$ cat src/rtl/keypad_evt_if.sv
// Key-event bus between the keypad scanner and its consumers:
// a valid/ready press handshake plus debounced status flags.
interface keypad_evt_if #(
  parameter int unsigned KEY_W = 4
);
  logic             key_valid;
  logic [KEY_W-1:0] key_code;
  logic             key_ready;
  logic             key_held;
  logic             multi_press;
  logic             overflow;

  modport master (
    output key_valid, key_code, key_held, multi_press, overflow,
    input  key_ready
  );

  modport slave (
    input  key_valid, key_code, key_held, multi_press, overflow,
    output key_ready
  );
endinterface

$ cat src/rtl/keypad_scan_ctrl.sv
// Matrix-keypad scanner: one-hot row drive, whole-frame debounce and
// one-shot press events with held / multi-press / overflow status.
module keypad_scan_ctrl #(
  parameter int unsigned N_ROWS   = 4,
  parameter int unsigned N_COLS   = 3,
  parameter int unsigned SCAN_DIV = 1000000,
  parameter int unsigned DEBOUNCE = 3
) (
  input  logic              clk,
  input  logic              init,
  input  logic [N_COLS-1:0] col,
  output logic [N_ROWS-1:0] row,
  keypad_evt_if.master      evt
);

  localparam int unsigned N_KEYS = N_ROWS * N_COLS;
  localparam int unsigned KEY_W  = $clog2(N_KEYS);
  localparam int unsigned PC_W   = KEY_W + 1;
  localparam int unsigned CNT_W  = $clog2(SCAN_DIV);
  localparam int unsigned RIDX_W = $clog2(N_ROWS);
  localparam int unsigned FC_W   = $clog2(DEBOUNCE + 1);

  logic [CNT_W-1:0]  cnt_q, cnt_d;
  logic [RIDX_W-1:0] ridx_q, ridx_d;
  logic [N_ROWS-1:0] row_q, row_d;
  logic [N_KEYS-1:0] snap_q, snap_d;
  logic [N_KEYS-1:0] cand_q, cand_d;
  logic [N_KEYS-1:0] deb_q, deb_d;
  logic [FC_W-1:0]   fcnt_q, fcnt_d;
  logic              evt_q, evt_d;
  logic [KEY_W-1:0]  evt_code_q, evt_code_d;
  logic              valid_q, valid_d;
  logic [KEY_W-1:0]  code_q, code_d;
  logic              held_q, held_d;
  logic              multi_q, multi_d;
  logic              ovf_q, ovf_d;
  logic              last_c;

  function automatic logic [PC_W-1:0] popcnt(input logic [N_KEYS-1:0] v);
    logic [PC_W-1:0] n;
    n = '0;
    for (int i = 0; i < int'(N_KEYS); i++) n = n + PC_W'(v[i]);
    return n;
  endfunction

  // Only called on single-bit vectors, so any set bit is the key.
  function automatic logic [KEY_W-1:0] key_idx(input logic [N_KEYS-1:0] v);
    logic [KEY_W-1:0] k;
    k = '0;
    for (int i = 0; i < int'(N_KEYS); i++) if (v[i]) k = KEY_W'(i);
    return k;
  endfunction

  assign last_c = (cnt_q == CNT_W'(SCAN_DIV - 1));

  always_comb begin
    cnt_d      = cnt_q + CNT_W'(1);
    ridx_d     = ridx_q;
    row_d      = row_q;
    snap_d     = snap_q;
    cand_d     = cand_q;
    fcnt_d     = fcnt_q;
    deb_d      = deb_q;
    evt_d      = 1'b0;
    evt_code_d = evt_code_q;
    valid_d    = valid_q;
    code_d     = code_q;
    ovf_d      = ovf_q;
    held_d     = |deb_q;
    multi_d    = (popcnt(deb_q) >= PC_W'(2));

    // End of row dwell: capture columns and advance to the next row.
    if (last_c) begin
      cnt_d  = '0;
      row_d  = {row_q[N_ROWS-2:0], row_q[N_ROWS-1]};
      ridx_d = (ridx_q == RIDX_W'(N_ROWS - 1)) ? '0 : ridx_q + RIDX_W'(1);
      for (int r = 0; r < int'(N_ROWS); r++) begin
        if (ridx_q == RIDX_W'(r)) snap_d[r*N_COLS +: N_COLS] = col;
      end
    end

    // Frame complete: snap_d already holds the last row's columns.
    if (last_c && (ridx_q == RIDX_W'(N_ROWS - 1))) begin
      if (snap_d == cand_q) begin
        if (fcnt_q != FC_W'(DEBOUNCE)) fcnt_d = fcnt_q + FC_W'(1);
      end else begin
        cand_d = snap_d;
        fcnt_d = FC_W'(1);
      end
      if ((fcnt_d == FC_W'(DEBOUNCE)) && (cand_d != deb_q)) begin
        deb_d = cand_d;
        if ((deb_q == '0) && (popcnt(cand_d) == PC_W'(1))) begin
          evt_d      = 1'b1;
          evt_code_d = key_idx(cand_d);
        end
      end
    end

    // An event arriving while one is still unaccepted is dropped.
    if (evt_q) begin
      if (!valid_q || evt.key_ready) begin
        valid_d = 1'b1;
        code_d  = evt_code_q;
      end else begin
        ovf_d = 1'b1;
      end
    end else if (valid_q && evt.key_ready) begin
      valid_d = 1'b0;
    end
  end

  always_ff @(posedge clk or posedge init) begin
    if (init) begin
      cnt_q      <= '0;
      ridx_q     <= '0;
      row_q      <= N_ROWS'(1);
      snap_q     <= '0;
      cand_q     <= '0;
      fcnt_q     <= '0;
      deb_q      <= '0;
      evt_q      <= 1'b0;
      evt_code_q <= '0;
      valid_q    <= 1'b0;
      code_q     <= '0;
      held_q     <= 1'b0;
      multi_q    <= 1'b0;
      ovf_q      <= 1'b0;
    end else begin
      cnt_q      <= cnt_d;
      ridx_q     <= ridx_d;
      row_q      <= row_d;
      snap_q     <= snap_d;
      cand_q     <= cand_d;
      fcnt_q     <= fcnt_d;
      deb_q      <= deb_d;
      evt_q      <= evt_d;
      evt_code_q <= evt_code_d;
      valid_q    <= valid_d;
      code_q     <= code_d;
      held_q     <= held_d;
      multi_q    <= multi_d;
      ovf_q      <= ovf_d;
    end
  end

  assign row             = row_q;
  assign evt.key_valid   = valid_q;
  assign evt.key_code    = code_q;
  assign evt.key_held    = held_q;
  assign evt.multi_press = multi_q;
  assign evt.overflow    = ovf_q;

endmodule

$ cat src/flat_wrapper.sv
// flat-port wrapper written by rule: the top's interface ports become plain ports
module keypad_scan_ctrl_flat 
#(
  parameter int unsigned N_ROWS   = 4,
  parameter int unsigned N_COLS   = 3,
  parameter int unsigned SCAN_DIV = 1000000,
  parameter int unsigned DEBOUNCE = 3
)
  (clk, init, col, row, evt_key_valid, evt_key_code, evt_key_held, evt_multi_press, evt_overflow, evt_key_ready);
  keypad_evt_if #(.KEY_W((4))) evt_i ();
  input  logic clk;
  input  logic init;
  input  logic [N_COLS-1:0] col;
  output logic [N_ROWS-1:0] row;
  output wire logic [$bits(evt_i.key_valid)-1:0] evt_key_valid;
  output wire logic [$bits(evt_i.key_code)-1:0] evt_key_code;
  output wire logic [$bits(evt_i.key_held)-1:0] evt_key_held;
  output wire logic [$bits(evt_i.multi_press)-1:0] evt_multi_press;
  output wire logic [$bits(evt_i.overflow)-1:0] evt_overflow;
  input wire logic [$bits(evt_i.key_ready)-1:0] evt_key_ready;
  assign evt_key_valid = evt_i.key_valid;
  assign evt_key_code = evt_i.key_code;
  assign evt_key_held = evt_i.key_held;
  assign evt_multi_press = evt_i.multi_press;
  assign evt_overflow = evt_i.overflow;
  assign evt_i.key_ready = evt_key_ready;
  keypad_scan_ctrl #(.N_ROWS(N_ROWS), .N_COLS(N_COLS), .SCAN_DIV(SCAN_DIV), .DEBOUNCE(DEBOUNCE)) u_core (.clk(clk), .init(init), .col(col), .row(row), .evt(evt_i));
endmodule
$ cat config.mk
export PLATFORM = sky130hd
export DESIGN_NAME = keypad_scan_ctrl_flat
export DESIGN_NICKNAME = d
export VERILOG_FILES = /design/src/rtl/keypad_evt_if.sv /design/src/rtl/keypad_scan_ctrl.sv /design/src/flat_wrapper.sv
export SDC_FILE = /design/constraint.sdc
export NUM_CORES = 1
export LEC_CHECK = 0
export CORE_ASPECT_RATIO = 0.7
export CORE_UTILIZATION = 49
export CTS_CLUSTER_SIZE = 16
export DETAILED_ROUTE_END_ITERATION = 7
export HOLD_SLACK_MARGIN = 0.12
export PLACE_DENSITY = 0.66
export SYNTH_ARGS = -nofsm -noshare
export SYNTH_HDL_FRONTEND = slang
export SYNTH_SLANG_ARGS = --single-unit
$ cat constraint.sdc
create_clock -name clk -period 12.02 [get_ports clk]
set_input_delay 2.404 -clock clk [delete_from_list [all_inputs] [get_ports clk]]
set_output_delay 2.404 -clock clk [all_outputs]
set_load 0.005 [all_outputs]
==> results.sh <==
export IMPL_drt_wl_total_um=10600
export IMPL_worst_pin_slew_ns=1.16
export IMPL_fill_cells=764
export IMPL_num_rows=29
export IMPL_hpwl_um=7810
export IMPL_required_ns=12.25
export IMPL_detail_route_antenna_nets=0
export IMPL_drv_cap=0
export IMPL_crit_fanout=13
export IMPL_final_setup_tns_ns=0
export IMPL_holdWs_ns=0.461
export IMPL_swShare_pct=21.7
export IMPL_min_period_ns=7.36
export IMPL_p_clk_share_pct=51.0
export IMPL_start_util_pct=50.8
export IMPL_max_stage_delay_ns=0.68
export IMPL_ys_flop_type="dfrtp_1"
export IMPL_hold_violations=0
export IMPL_synth_most_common_cell="dfrtp_1"
export IMPL_finalPower_mw=0.582
export IMPL_multi_input_area_um2=2490
export IMPL_syn_inst=438
export IMPL_layout_drive_gt1_share_pct=13.4
export IMPL_final_cells=593
export IMPL_path_class="primary input to register"
export IMPL_drc=0
export IMPL_cp_end_kind="register"
export IMPL_die_w_um=118
export IMPL_crit_arrival_ns=7.59
export IMPL_htree_levels=3
export IMPL_regArea_um2=1930
export IMPL_hold_buffers=0
export IMPL_antenna_cells=0
export IMPL_fp_dieH_um=83.3
export IMPL_crit_path_start_kind="primary input"
export IMPL_hold_path_class="register to register"
export IMPL_synth_avg_cell_area_um2=10.6
export IMPL_synth_async_reset_ratio_pct=100
export IMPL_finalCritPeriodShare_pct=61.2
export IMPL_grt_ovfl_total=0
export IMPL_yosysSeqAreaShare_pct=41.7
export IMPL_crit_chain="clkdlybuf4s50_1 -> mux2_2 -> ha_1 -> inv_1 -> fa_1 -> fa_1 -> inv_1 -> fa_1 -> inv_1 -> fa_1 -> fa_1 -> nor2_1 -> nand3_1 -> a21oi_1 -> nand3_1 -> nor2_1 -> nand2_1 -> a311oi_1 -> mux2_2"
export IMPL_wl_per_cell_um=17.8
export IMPL_cpMaxStageDelayCell="clkdlybuf4s50_1"
export IMPL_io_pins=18
export IMPL_antenna_found_initial=0
export IMPL_status="completed"
export IMPL_synth_seq_cells=77
export IMPL_fmax_mhz=136
export IMPL_drt_iter0_drc=292
export IMPL_drv_slew=0
export IMPL_p_int_mw=0.456
export IMPL_cts_setup_buffers=0
export IMPL_grt_max_degree=78
export IMPL_pwr_share_seq_pct=44.8
export IMPL_synthDistinctLibCells=69
export IMPL_grt_pass1_wl_um=18200
export IMPL_fin_area_um2=5280
export IMPL_place_ws_ns=4.32
export IMPL_p_comb_share_pct=4.2
export IMPL_yosysWarnings=0
export IMPL_cts_sinks=77
export IMPL_fin_nets=498
export IMPL_dr_pass1_iters=4
export IMPL_postLayoutCoreUtil_pct=58.0
export IMPL_cts_root_buf="clkbuf_16"
export IMPL_setup_slack_ns=4.66
export IMPL_synth_area_top_cells="dfrtp_1 (41%), fa_1 (6.1%), mux2_2 (4.9%)"
export IMPL_track_usage_pct=24.1
export IMPL_via_count=3328
export IMPL_synth_edf_count=0
export IMPL_finalSetupViolCount=0
export IMPL_fin_skew_ns=0.00750
export IMPL_power_leakage_nw=2.38
export IMPL_clk_path_buf_depth=2
export IMPL_cpMostUsedCell="fa_1"
export IMPL_synth_nets=472
export IMPL_dieArea_um2=9840
export IMPL_clkTransAtPathRegs_ns=0.06
export IMPL_cts_resized_gates=0
export IMPL_p_sw_mw=0.126
export IMPL_core_um2=9110
export IMPL_clock_latency_ns=0.34
export IMPL_areaGrowthSynthToFinish_pct=14.1
export IMPL_globalplace_congestion=0.951
export IMPL_yosys_area_top_type_share_pct=41.1
export IMPL_portBuffers=17
export IMPL_placed_area_um2=4950
export IMPL_yosys_top_cells_count="dfrtp_1 (76), inv_1 (47), nand2_1 (41)"
export IMPL_vias_per_cell=5.61
export IMPL_ir_worst_vdd_mv=0.0734
export IMPL_grt_pass1_vias=3288
export IMPL_max_slew_margin_rel_pct=22.6
export IMPL_dp_cells=577
export IMPL_synthesis_area_um2=4630
export IMPL_cts_tree="done"
export IMPL_numCtsBuffers=9
export IMPL_yosys_area_top_type="dfrtp_1"
export IMPL_p_per_area_nw_per_um2=110
export IMPL_rsz0062_at_grt="no"
-- power by group through the flow --
stage          logic, mW  registers, mW  clock network [mW]
3_3_place_gp      0.0235          0.266                   0
5_1_grt           0.0286          0.261               0.314
4_1_cts           0.0247          0.261               0.304
2_1_floorplan     0.0172          0.265                   0
6_report          0.0245          0.261               0.297
3_5_place_dp      0.0246          0.266                   0
-- layout by cell type (no fill, tap or decap), drive strengths merged, types with 2 or more instances in the layout --
cell / Yosys / routed
nand2: 42 / 42
and4: 4 / 4
a2111oi: 2 / 2
nor4b: 3 / 3
o21ai: 18 / 18
o31ai: 2 / 2
nor3: 6 / 6
clkdlybuf4s50: 0 / 17
a222oi: 3 / 3
o211ai: 2 / 2
nand4: 8 / 8
nand2b: 4 / 4
buf: 3 / 4
mux2i: 17 / 17
inv: 48 / 47
a311oi: 4 / 4
and2: 7 / 7
nor2b: 5 / 5
nand3: 22 / 22
o22a: 2 / 2
a21oi: 11 / 11
dfrtp: 76 / 76
xnor2: 16 / 16
clkinv: 1 / 5
bufinv: 0 / 2
or3: 3 / 3
a22oi: 2 / 2
clkbuf: 3 / 10
nor2: 23 / 23
nor4: 3 / 3
ha: 14 / 14
mux2: 26 / 26
fa: 14 / 14
o21bai: 2 / 2
xor2: 14 / 14
and3: 10 / 10
nor4bb: 2 / 2
o221ai: 3 / 3
-- area by class of cell --
cell class / instances / share of cell area (%)
clock buffers: 10 / 4.53
clock inverters: 6 / 1.64
inverters: 49 / 3.51
multi-input cells: 306 / 47.1
flip-flops and latches: 77 / 36.5
well taps: 124 / 2.94
repair buffers: 21 / 3.79
-- cells by family (layout without fill, tap and decap cells) --
group	count (synthesis)	after routing	share of synthesized area, %
and+or+nand+nor	147	147	18.0
DFF	77	77	41.7
AOI/OAI and AO/OA	58	58	9.76
buffers and inverters	55	86	4.73
muxes	43	43	10.4
xor gates and xnor gates	30	30	5.68
adders and majority gates	28	28	9.84
-- sequential cells by signal (all words and copies together) (netlist names) --
register / count
u_core.cnt_q: 20
u_core.cand_q: 12
u_core.deb_q: 12
u_core.snap_q: 12
u_core.evt.key_code: 4
u_core.evt_code_q: 4
u_core.row: 4
u_core.fcnt_q: 2
u_core.ridx_q: 2
u_core.evt.key_held: 1
u_core.evt.key_valid: 1
u_core.evt.multi_press: 1
u_core.evt.overflow: 1
u_core.evt_q: 1
-- critical path, delay by kind of cell --
kind            cells  cell delay (ns)
compound gates      2             0.47
simple gates        5             0.54
mux                 2             0.82
buf+inv             4             0.83
fa+ha+maj           6             2.53
-- path summary, 6_finish.rpt --
check / from / end / slack (ns) / depth (start not counted)
max in group asynchronous: init / u_core.deb_q[2] / 8.69 / 3
setup reg to reg: u_core.cnt_q[13] / u_core.evt_code_q[0] / 5.89 / 21
hold reg to reg: u_core.row[0] / u_core.row[0] / 0.46 / 2
min in group asynchronous: init / u_core.cand_q[11] / 2.70 / 3
setup / recovery: col[1] / u_core.evt_code_q[0] / 4.66 / 19
hold / removal: u_core.row[0] / u_core.row[0] / 0.46 / 2
-- per-layer routing --
| metal | vias up | share of wire (%) | wire length [um] | track usage (%) |
|---|---|---|---|---|
| met5 | - | 0 | 0 | 0 |
| met4 | 0 | 1.1 | 118 | 6.18 |
| met3 | 10 | 8.4 | 893 | 7.49 |
| met2 | 129 | 39 | 4140 | 31.0 |
| met1 | 1612 | 51 | 5420 | 38.1 |
| li1 | 1577 | - | - | - |
(Power assumes the default switching activity.)
